### src/rtl/mem_pkg.sv
// rtl/mem_pkg.sv - shared encodings for the data-memory access sequencer
// Purpose: typeData encodings, sequencer FSM states and the alignment check.
// Ports: none (package).
package mem_pkg;

  localparam logic [1:0] TD_BYTE  = 2'b00;
  localparam logic [1:0] TD_HALF  = 2'b01;
  localparam logic [1:0] TD_WORD  = 2'b10;
  localparam logic [1:0] TD_DWORD = 2'b11;

  typedef enum logic [1:0] {
    ST_IDLE   = 2'b00,
    ST_ACCESS = 2'b01,
    ST_DONE   = 2'b10,
    ST_FAULT  = 2'b11
  } state_e;

  // Natural alignment: halfword on 2, word on 4, doubleword on 8 bytes.
  function automatic logic is_misaligned(input logic [1:0] td, input logic [2:0] a);
    case (td)
      TD_HALF:  return a[0];
      TD_WORD:  return |a[1:0];
      TD_DWORD: return |a[2:0];
      default:  return 1'b0;
    endcase
  endfunction

endpackage

### src/rtl/mem_lane_align.sv
// rtl/mem_lane_align.sv - byte-lane enables, write replication, read extraction
// Purpose: combinational lane steering between the CPU view and the 32-bit RAM word.
// Ports:
//   td_i        in  2   transfer size (TD_*)
//   addr_lo_i   in  2   byte offset within the word
//   wdata_i     in  32  CPU write data (right-justified)
//   rdata_raw_i in  32  RAM word
//   be_o        out 4   byte-lane enables
//   wdata_o     out 32  write data replicated across lanes
//   rdata_o     out 32  selected lane(s), zero-extended
module mem_lane_align
  import mem_pkg::*;
(
  input  logic [1:0]  td_i,
  input  logic [1:0]  addr_lo_i,
  input  logic [31:0] wdata_i,
  input  logic [31:0] rdata_raw_i,
  output logic [3:0]  be_o,
  output logic [31:0] wdata_o,
  output logic [31:0] rdata_o
);

  always_comb begin
    be_o    = 4'b1111;
    wdata_o = wdata_i;
    rdata_o = rdata_raw_i;
    case (td_i)
      TD_BYTE: begin
        be_o    = 4'b0001 << addr_lo_i;
        wdata_o = {4{wdata_i[7:0]}};
        case (addr_lo_i)
          2'd0:    rdata_o = {24'h0, rdata_raw_i[7:0]};
          2'd1:    rdata_o = {24'h0, rdata_raw_i[15:8]};
          2'd2:    rdata_o = {24'h0, rdata_raw_i[23:16]};
          default: rdata_o = {24'h0, rdata_raw_i[31:24]};
        endcase
      end
      TD_HALF: begin
        be_o    = addr_lo_i[1] ? 4'b1100 : 4'b0011;
        wdata_o = {2{wdata_i[15:0]}};
        rdata_o = {16'h0, (addr_lo_i[1] ? rdata_raw_i[31:16] : rdata_raw_i[15:0])};
      end
      default: ;
    endcase
  end

endmodule

### src/rtl/mem_access_sequencer.sv
// rtl/mem_access_sequencer.sv - data-memory transaction sequencer with wait states
// Purpose: accepts MOV/RW/typeData requests, runs WAIT_CYC-cycle RAM beats (two for
//   doublewords), flags misaligned requests, and returns MOC to the control unit.
// Ports:
//   CLK, CLR                 clock, async active-low reset
//   MOV, RW, typeData        request valid (level), direction (1=read), size
//   addr, wdata, wdata_hi    byte address, low/high write words
//   MOC, abort               completion, misalignment flag
//   rdata, rdata_hi          read data (zero-extended), doubleword high word
//   ram_en, ram_rw, ram_be   RAM select, direction, byte-lane enables
//   ram_addr, ram_wdata      RAM word address, lane-aligned write data
//   ram_rdata                RAM read word, valid in the last cycle of a beat
module mem_access_sequencer
  import mem_pkg::*;
#(
  parameter int ADDR_W   = 9,
  parameter int WAIT_CYC = 2
) (
  input  logic              CLK,
  input  logic              CLR,
  input  logic              MOV,
  input  logic              RW,
  input  logic [1:0]        typeData,
  input  logic [ADDR_W-1:0] addr,
  input  logic [31:0]       wdata,
  input  logic [31:0]       wdata_hi,
  output logic              MOC,
  output logic              abort,
  output logic [31:0]       rdata,
  output logic [31:0]       rdata_hi,
  output logic              ram_en,
  output logic              ram_rw,
  output logic [3:0]        ram_be,
  output logic [ADDR_W-3:0] ram_addr,
  output logic [31:0]       ram_wdata,
  input  logic [31:0]       ram_rdata
);

  localparam int WW = $clog2(WAIT_CYC + 1);
  localparam logic [WW-1:0] WAIT_LAST = WW'(WAIT_CYC - 1);

  state_e            state_q;
  logic [1:0]        td_q;
  logic [1:0]        addr_lo_q;
  logic [31:0]       wdata_hi_q;
  logic              beat_q;
  logic [WW-1:0]     wait_q;
  logic              moc_q;
  logic              abort_q;
  logic [31:0]       rdata_q;
  logic [31:0]       rdata_hi_q;
  logic              ram_en_q;
  logic              ram_rw_q;
  logic [3:0]        ram_be_q;
  logic [ADDR_W-3:0] ram_addr_q;
  logic [31:0]       ram_wdata_q;

  // In IDLE the lane logic looks at the live request so the first beat can be
  // issued on the accepting edge; afterwards it works from the latched copy.
  logic        in_idle;
  logic [1:0]  lane_td;
  logic [1:0]  lane_addr_lo;
  logic [3:0]  lane_be;
  logic [31:0] lane_wdata;
  logic [31:0] lane_rdata;

  assign in_idle      = (state_q == ST_IDLE);
  assign lane_td      = in_idle ? typeData  : td_q;
  assign lane_addr_lo = in_idle ? addr[1:0] : addr_lo_q;

  mem_lane_align u_lane (
    .td_i        (lane_td),
    .addr_lo_i   (lane_addr_lo),
    .wdata_i     (wdata),
    .rdata_raw_i (ram_rdata),
    .be_o        (lane_be),
    .wdata_o     (lane_wdata),
    .rdata_o     (lane_rdata)
  );

  always_ff @(posedge CLK or negedge CLR) begin
    if (!CLR) begin
      state_q     <= ST_IDLE;
      td_q        <= TD_BYTE;
      addr_lo_q   <= '0;
      wdata_hi_q  <= '0;
      beat_q      <= 1'b0;
      wait_q      <= '0;
      moc_q       <= 1'b0;
      abort_q     <= 1'b0;
      rdata_q     <= '0;
      rdata_hi_q  <= '0;
      ram_en_q    <= 1'b0;
      ram_rw_q    <= 1'b0;
      ram_be_q    <= '0;
      ram_addr_q  <= '0;
      ram_wdata_q <= '0;
    end else begin
      case (state_q)
        ST_IDLE: begin
          if (MOV) begin
            if (is_misaligned(typeData, addr[2:0])) begin
              state_q <= ST_FAULT;
              moc_q   <= 1'b1;
              abort_q <= 1'b1;
            end else begin
              state_q     <= ST_ACCESS;
              td_q        <= typeData;
              addr_lo_q   <= addr[1:0];
              wdata_hi_q  <= wdata_hi;
              beat_q      <= 1'b0;
              wait_q      <= '0;
              ram_en_q    <= 1'b1;
              ram_rw_q    <= RW;
              ram_be_q    <= lane_be;
              ram_addr_q  <= addr[ADDR_W-1:2];
              ram_wdata_q <= lane_wdata;
            end
          end
        end

        ST_ACCESS: begin
          if (wait_q == WAIT_LAST) begin
            // Final cycle of the beat: RAM read data is valid now.
            if (ram_rw_q) begin
              if (td_q == TD_DWORD && beat_q) rdata_hi_q <= ram_rdata;
              else                            rdata_q    <= lane_rdata;
            end
            if (td_q == TD_DWORD && !beat_q) begin
              // Second beat follows immediately; ram_en stays high.
              beat_q      <= 1'b1;
              wait_q      <= '0;
              ram_addr_q  <= ram_addr_q + (ADDR_W-2)'(1);
              ram_wdata_q <= wdata_hi_q;
            end else begin
              state_q     <= ST_DONE;
              moc_q       <= 1'b1;
              beat_q      <= 1'b0;
              wait_q      <= '0;
              ram_en_q    <= 1'b0;
              ram_rw_q    <= 1'b0;
              ram_be_q    <= '0;
              ram_addr_q  <= '0;
              ram_wdata_q <= '0;
            end
          end else begin
            wait_q <= wait_q + WW'(1);
          end
        end

        ST_DONE, ST_FAULT: begin
          if (!MOV) begin
            state_q <= ST_IDLE;
            moc_q   <= 1'b0;
            abort_q <= 1'b0;
          end
        end

        default: state_q <= ST_IDLE;
      endcase
    end
  end

  assign MOC       = moc_q;
  assign abort     = abort_q;
  assign rdata     = rdata_q;
  assign rdata_hi  = rdata_hi_q;
  assign ram_en    = ram_en_q;
  assign ram_rw    = ram_rw_q;
  assign ram_be    = ram_be_q;
  assign ram_addr  = ram_addr_q;
  assign ram_wdata = ram_wdata_q;

endmodule

### config.mk
export PLATFORM = sky130hd
export DESIGN_NAME = mem_access_sequencer
export DESIGN_NICKNAME = d
export VERILOG_FILES = /design/src/rtl/mem_pkg.sv /design/src/rtl/mem_lane_align.sv /design/src/rtl/mem_access_sequencer.sv
export SDC_FILE = /design/constraint.sdc
export NUM_CORES = 1
export LEC_CHECK = 0
export CAP_MARGIN = 20
export CORE_MARGIN = 2
export CORE_UTILIZATION = 47
export DETAILED_ROUTE_END_ITERATION = 6
export GPL_TIMING_DRIVEN = 0
export PLACE_DENSITY_LB_ADDON = 0.25
export RECOVER_POWER = 50
export SLEW_MARGIN = 40
export SYNTH_ARGS = -nofsm -noshare
export SYNTH_HDL_FRONTEND = slang
export SYNTH_SLANG_ARGS = --single-unit
export TNS_END_PERCENT = 1
### constraint.sdc
create_clock -name CLK -period 2.5 [get_ports CLK]
set_input_delay 0.75 -clock CLK [delete_from_list [all_inputs] [get_ports CLK]]
set_output_delay 0.75 -clock CLK [all_outputs]
set_load 0.05 [all_outputs]
==> results of run 1 <==
per-stage QoR:
stage	instance area (µm²)	util, %	setup slack [ps]
finish	10100	69.2	52.4
floorplan	7100	-	356
global route	10100	69.2	-44.5
detailed placement	9590	65.5	-457
CTS	10200	69.6	35.8
global placement	9530	65.1	-5550
power by group through the flow:
stage	sequential (W)	clock, W	combinational, W
after floorplan	0.00592	0	0.00244
after detailed placement	0.00396	0	0.00672
final	0.00393	0.00258	0.00671
after global placement	0.00393	0	0.00662
after CTS	0.00393	0.00260	0.00674
after global routing	0.00404	0.00272	0.00715
final cells by class:
class / count / area (µm²) / area share (%)
multi-input combinational: 500 / 2970 / 29.3
clock buffer: 19 / 453 / 4.47
inverter: 15 / 56.3 / 0.556
tap: 184 / 230 / 2.27
timing repair buffer: 222 / 2220 / 21.9
buffer: 50 / 258 / 2.54
sequential: 152 / 3800 / 37.5
clock inverter: 13 / 139 / 1.37
cell families after synthesis:
| logic type | after synthesis |
|---|---|
| mux | 43 |
| buf+inv | 65 |
| simple gates | 299 |
| compound gates | 157 |
| flops | 152 |
| fa+ha+maj | 1 |
repair_timing:
action,4_1_cts,5_1_grt
resized for setup,2,3
buffers inserted,0,0
pin swaps,0,0
setup endpoints to repair,39,43
cell usage after synthesis (all sizes together), types with 2 or more instances:
cell	instances
and3	3
o21ai	38
mux2i	10
nor2	32
nor3	5
mux2	33
nor2b	4
and2	10
or2	3
a222oi	9
clkbuf	16
a211oi	8
nand3b	11
a31oi	8
buf	34
nand2b	5
nand2	188
nand3	31
a21oi	43
a221o	24
o22ai	4
o31ai	2
a221oi	8
inv	15
o21a	3
a22o	3
dfrtp	152
sequential cells by signal, indices dropped and copies added (netlist names):
register and flops:
rdata 32, rdata_hi 32, MOC 1, ram_wdata 32
beat_q 1, ram_addr 7, ram_be 4, ram_rw 1
state_q 2, wdata_hi_q 32, wait_q 2, td_q 2
addr_lo_q 2, ram_en 1, abort 1
worst register-to-register path: cells and delay by family, from the launching register on:
family,cells,cell delay [ps]
simple gates,2,310
buf+inv,3,930
flops,1,360
compound gates,3,770
layer usage:
metal  up-vias  GRT usage (%)  part of all wire [%]
met5         -              0                     0
met4         0           9.63                   2.2
met3        35           7.89                   8.6
met2       298           45.8                    49
met1      3133           35.0                    40
li1       2995              -                     -
worst max path at each step:
stage / endpoint / cells past startpoint
6_report: ram_wdata[14]$_DFFE_PN0P_ / 7
5_1_grt: ram_wdata[7]$_DFFE_PN0P_ / 3
4_1_cts: ram_wdata[14]$_DFFE_PN0P_ / 7
3_5_place_dp: wdata_hi_q[11]$_DFFE_PN0P_ / 8
3_3_place_gp: wdata_hi_q[16]$_DFFE_PN0P_ / 1
2_1_floorplan: wait_q[0]$_DFFE_PN0P_ / 8
==> impl_metrics.toml, run 1 <==
[pwr]
power.switching_w = 0.00608
pwr-share-clk_pct = 19.5
internal_power_w = 0.00714
p_comb_share_pct = 50.7
finalPower_w = 0.0132
seqPwrFrac_pct = 29.7
switching_share_pct = 46.0
ir_worst_vdd_mv = 0.614
p_leak_nw = 4.53
power.density_nw_per_um2 = 1300

[floorplan]
dieArea_um2 = 16100
num_rows = 44
coreArea_um2 = 14600
start_util_pct = 48.5
io_pins = 222
fp.dieH_um = 127
dieWidth_um = 127

[timing]
fin_setup_tns_ps = 0
fin_skew_ps = 6.37
finalSetupViolCount = 0
fin_crit_sh_pct = 97.9
worstMarginPinSlew_ps = 1340
hold_ws_ps = 180
max_freq_mhz = 409
hold_violations = 0
slew_viol_final = 0
period_minus_slack_ps = 2450
relSlewSlack_pct = 10.9
rsz0062_at_grt = "true"

[critical_path]
worstPathArrival_ps = 2760
worst-r2r-cell-count = 8
cp_max_fo = 10
slowest_delay_ps = 550
crit_path_end_kind = "register"
crit_required_ps = 2810
crit_path_top_delay_cell = "clkdlybuf4s50_1"
r2r-end = "ram_wdata[14]$_DFFE_PN0P_"
cp_top_family = "buffers and inverters"
rrSetupSlack_ps = 80
startpoint = "typeData[1]"
path_buf_inv = 3
path_cells = "clkdlybuf4s50_1, inv_1, o21ai_1, or3_1, clkbuf_1, a21oi_1, a221o_1"
critical_path_class = "in -> reg"
worstSetupStartpointType = "input pin"
timing.rr.start = "state_q[1]$_DFFE_PN0P_"

[logic_synthesis]
synth_warnings = 0
synth_area_um2 = 7100
synth_xor_area_share_pct = 0
synth_enable_flop_cells = 0
synthTopCellsByArea = "dfrtp_1, nand2_1, mux2_2, a221o_1, a21oi_1"
seq_area_frac_synth_pct = 53.6
dominantRegCellSynth = "dfrtp_1"
avgSynthCellArea_um2 = 9.90
synthMuxAreaShare_pct = 7.00
yosysTopAreaCell = "dfrtp_1"
synth_cell_types = 54
synth_top_family_by_area = "simple AND/OR/NAND/NOR gates"
netlist_instances = 717
synth_nets = 829
synth_simple_gate_area_share_pct = 18.8
synth_compound_area_share_pct = 15.8
synth_top_area_share_pct = 53.6
yosys_register_bits = 152
synth-adder-area-share_pct = 0.176
async_flop_share_pct = 100

[cells_and_area]
syn2layout_area_growth_pct = 42.7
n_antenna_cell = 0
drive_above_1_share_pct = 12.2
final_common_cell = "clkdlybuf4s50_1"
stdcell_count = 1155
fillers = 1152
most-common-layout-cells = "clkdlybuf4s50_1, nand2_1, dfrtp_1, a21oi_1, mux2_2"
final_nets = 1070

[detailed_routing]
wire_per_inst_um = 18.9
via_per_inst = 5.59
antenna_left = 0
drt_iter0_drc = 493
route.detailed.drc = 0
drt_wl_total_um = 21900
drt_first_pass_iters = 5
num_vias = 6461

[global_route]
gr-total-overflow = 0
grt_pass1_vias = 6525
grt_max_degree = 64
grt_pass1_wl_um = 35000
grt_antenna_before_repair = 0
grt_usage_pct = 27.6

[clocking]
path_clk_slew_ps = 70
cts_sinks = 152
clk_path_buf_depth = 2
postCtsHoldBufs = 0
clkLatencyLatePin_ps = 430
h-tree-depth = 4
root_buffer = "clkbuf_16"
cts_tree = "yes"
cts_buffers = 17

[outcome]
outcome = "completed"

[placement]
portBuffers = 220
gp_congestion = 0.854
placed_cells = 1123
dp_hpwl_um = 16200

[job]
cap_violations = 0

[hold_path]
min_path_type = "in -> async"
(Power assumes the default switching activity.)
==> inputs of run 2 (changes only) <==
Settings changed: CTS_CLUSTER_DIAMETER set to 120, PLACE_DENSITY set to 0.78, PLACE_DENSITY_LB_ADDON 0.25 to unset.
==> impl_metrics.toml, run 2 (synthesis results as in run 1) <==
[outcome]
outcome = "completed"

[timing]
finalSetupViolCount = 0
fin_skew_ps = 10.3
slew_viol_final = 0
rsz0062_at_grt = "true"
max_freq_mhz = 414
hold_violations = 0
worstMarginPinSlew_ps = 1170
relSlewSlack_pct = 22.3
period_minus_slack_ps = 2410
fin_crit_sh_pct = 96.5
fin_ws_ps = 87.3

[critical_path]
critPathCapture = "ram_wdata[25]$_DFFE_PN0P_"
crit_required_ps = 2860
worstSetupStartpointType = "input pin"
startpoint = "addr[0]"
rrSetupSlack_ps = 110
critical_path_class = "in -> reg"
cp_max_fo = 10
worst-r2r-cell-count = 8
r2r-end = "ram_wdata[22]$_DFFE_PN0P_"
timing.rr.start = "state_q[1]$_DFFE_PN0P_"
worstPathArrival_ps = 2780
crit_path_end_kind = "register"

[cells_and_area]
stdcell_count = 1154
final_common_cell = "clkdlybuf4s50_1"
drive_above_1_share_pct = 12.1
final_nets = 1070
final_area_um2 = 10100
syn2layout_area_growth_pct = 42.6
most-common-layout-cells = "clkdlybuf4s50_1, nand2_1, dfrtp_1, a21oi_1, mux2_2"
n_antenna_cell = 0

[placement]
portBuffers = 220
dp_slack_ps = -471
dpl-instance-area_um2 = 9590
dp_hpwl_um = 16600
placed_cells = 1123
gp_congestion = 0.908

[floorplan]
num_rows = 44
dieWidth_um = 127
io_pins = 222
coreArea_um2 = 14600
dieArea_um2 = 16100
fp.dieH_um = 127
start_util_pct = 48.5

[hold_path]
min_path_type = "reg -> reg"

[detailed_routing]
via_per_inst = 5.64
antenna_left = 0
num_vias = 6508
wire_per_inst_um = 19.5
route.detailed.drc = 0
drt_wl_total_um = 22500
drt_first_pass_iters = 5
drt_iter0_drc = 473

[global_route]
grt_pass1_wl_um = 35400
gr-total-overflow = 0
grt_antenna_before_repair = 0
grt_pass1_vias = 6520
grt_max_degree = 56
grt_usage_pct = 28.5

[clocking]
clk_path_buf_depth = 2
root_buffer = "clkbuf_16"
path_clk_slew_ps = 60
clkLatencyLatePin_ps = 420
cts_sinks = 152
h-tree-depth = 4
cts_tree = "yes"
cts_buffers = 17

[job]
cap_violations = 0

[pwr]
ir_worst_vdd_mv = 0.655
power.density_nw_per_um2 = 1300
p_leak_nw = 4.53
==> run 2: changes by cell type in the layout (fill, tap and decap cells not counted), sizes merged <==
cell,delta
inv,-5
clkinv,+3
buf,+2
clkbuf,-2
bufinv,+1
==> run 2: worst max-delay path, cell delays in order <==
cell,delay [ps]
clkdlybuf4s50_1,560
o21ai_1,180
o21ai_1,130
or3_1,410
buf_2,210
a211oi_1,350
a221o_1,180
==> run 2: what timing repair did <==
item,in CTS,in global routing
pin swaps,0,0
hold buffers,0,0
setup endpoints to repair,7,51
resized for setup,1,8
setup buffers,0,0
==> run 2: power breakdown <==
part | internal [W] | switching, W
registers | 0.00336 | 0.000573
clock network | 0.00148 | 0.00101
logic | 0.00234 | 0.00440
total | 0.00718 | 0.00598
==> run 2: through the flow <==
step	setup TNS, ps	power, W	hold WS, ps	util, %
2_1_floorplan	0	0.00837	447	-
3_3_place_gp	-875750	0.0106	448	65.1
3_5_place_dp	-29450	0.0107	454	65.5
4_1_cts	0	0.0132	217	69.4
5_1_grt	-18.4	0.0139	489	69.1
6_report	0	0.0132	463	69.1
==> run 2: how the worst min path moves through the flow <==
stage / end / depth (start not counted) / slack (ps) / from
CTS: rdata_hi[1]$_DFFE_PN0P_ / 1 / 220 / CLR
finish: ram_be[2]$_DFFE_PN0P_ / 2 / 460 / ram_be[2]$_DFFE_PN0P_
global route: ram_be[2]$_DFFE_PN0P_ / 2 / 490 / ram_be[2]$_DFFE_PN0P_
detailed placement: rdata[27]$_DFFE_PN0P_ / 2 / 450 / rdata[27]$_DFFE_PN0P_
global placement: rdata[23]$_DFFE_PN0P_ / 2 / 450 / rdata[23]$_DFFE_PN0P_
floorplan: MOC$_DFFE_PN0P_ / 0 / 450 / CLR
==> run 2: final cells by class <==
type | count | area [µm²]
Tap cell | 184 | 230
Inverter | 15 | 56.3
Fill cell | 1176 | 4520
Clock inverter | 12 | 129
Multi-Input combinational cell | 500 | 2970
Timing Repair Buffer | 222 | 2230
Buffer | 50 | 264
Sequential cell | 152 | 3800
Clock buffer | 19 | 443
==> run 2: per-layer routing <==
metal	up-vias	global-route usage [%]	part of all wire, %
met3	42	8.39	8.7
met2	301	47.8	48
met1	3166	34.9	40
met4	0	10.7	2.7
li1	2999	-	-
met5	-	0	0
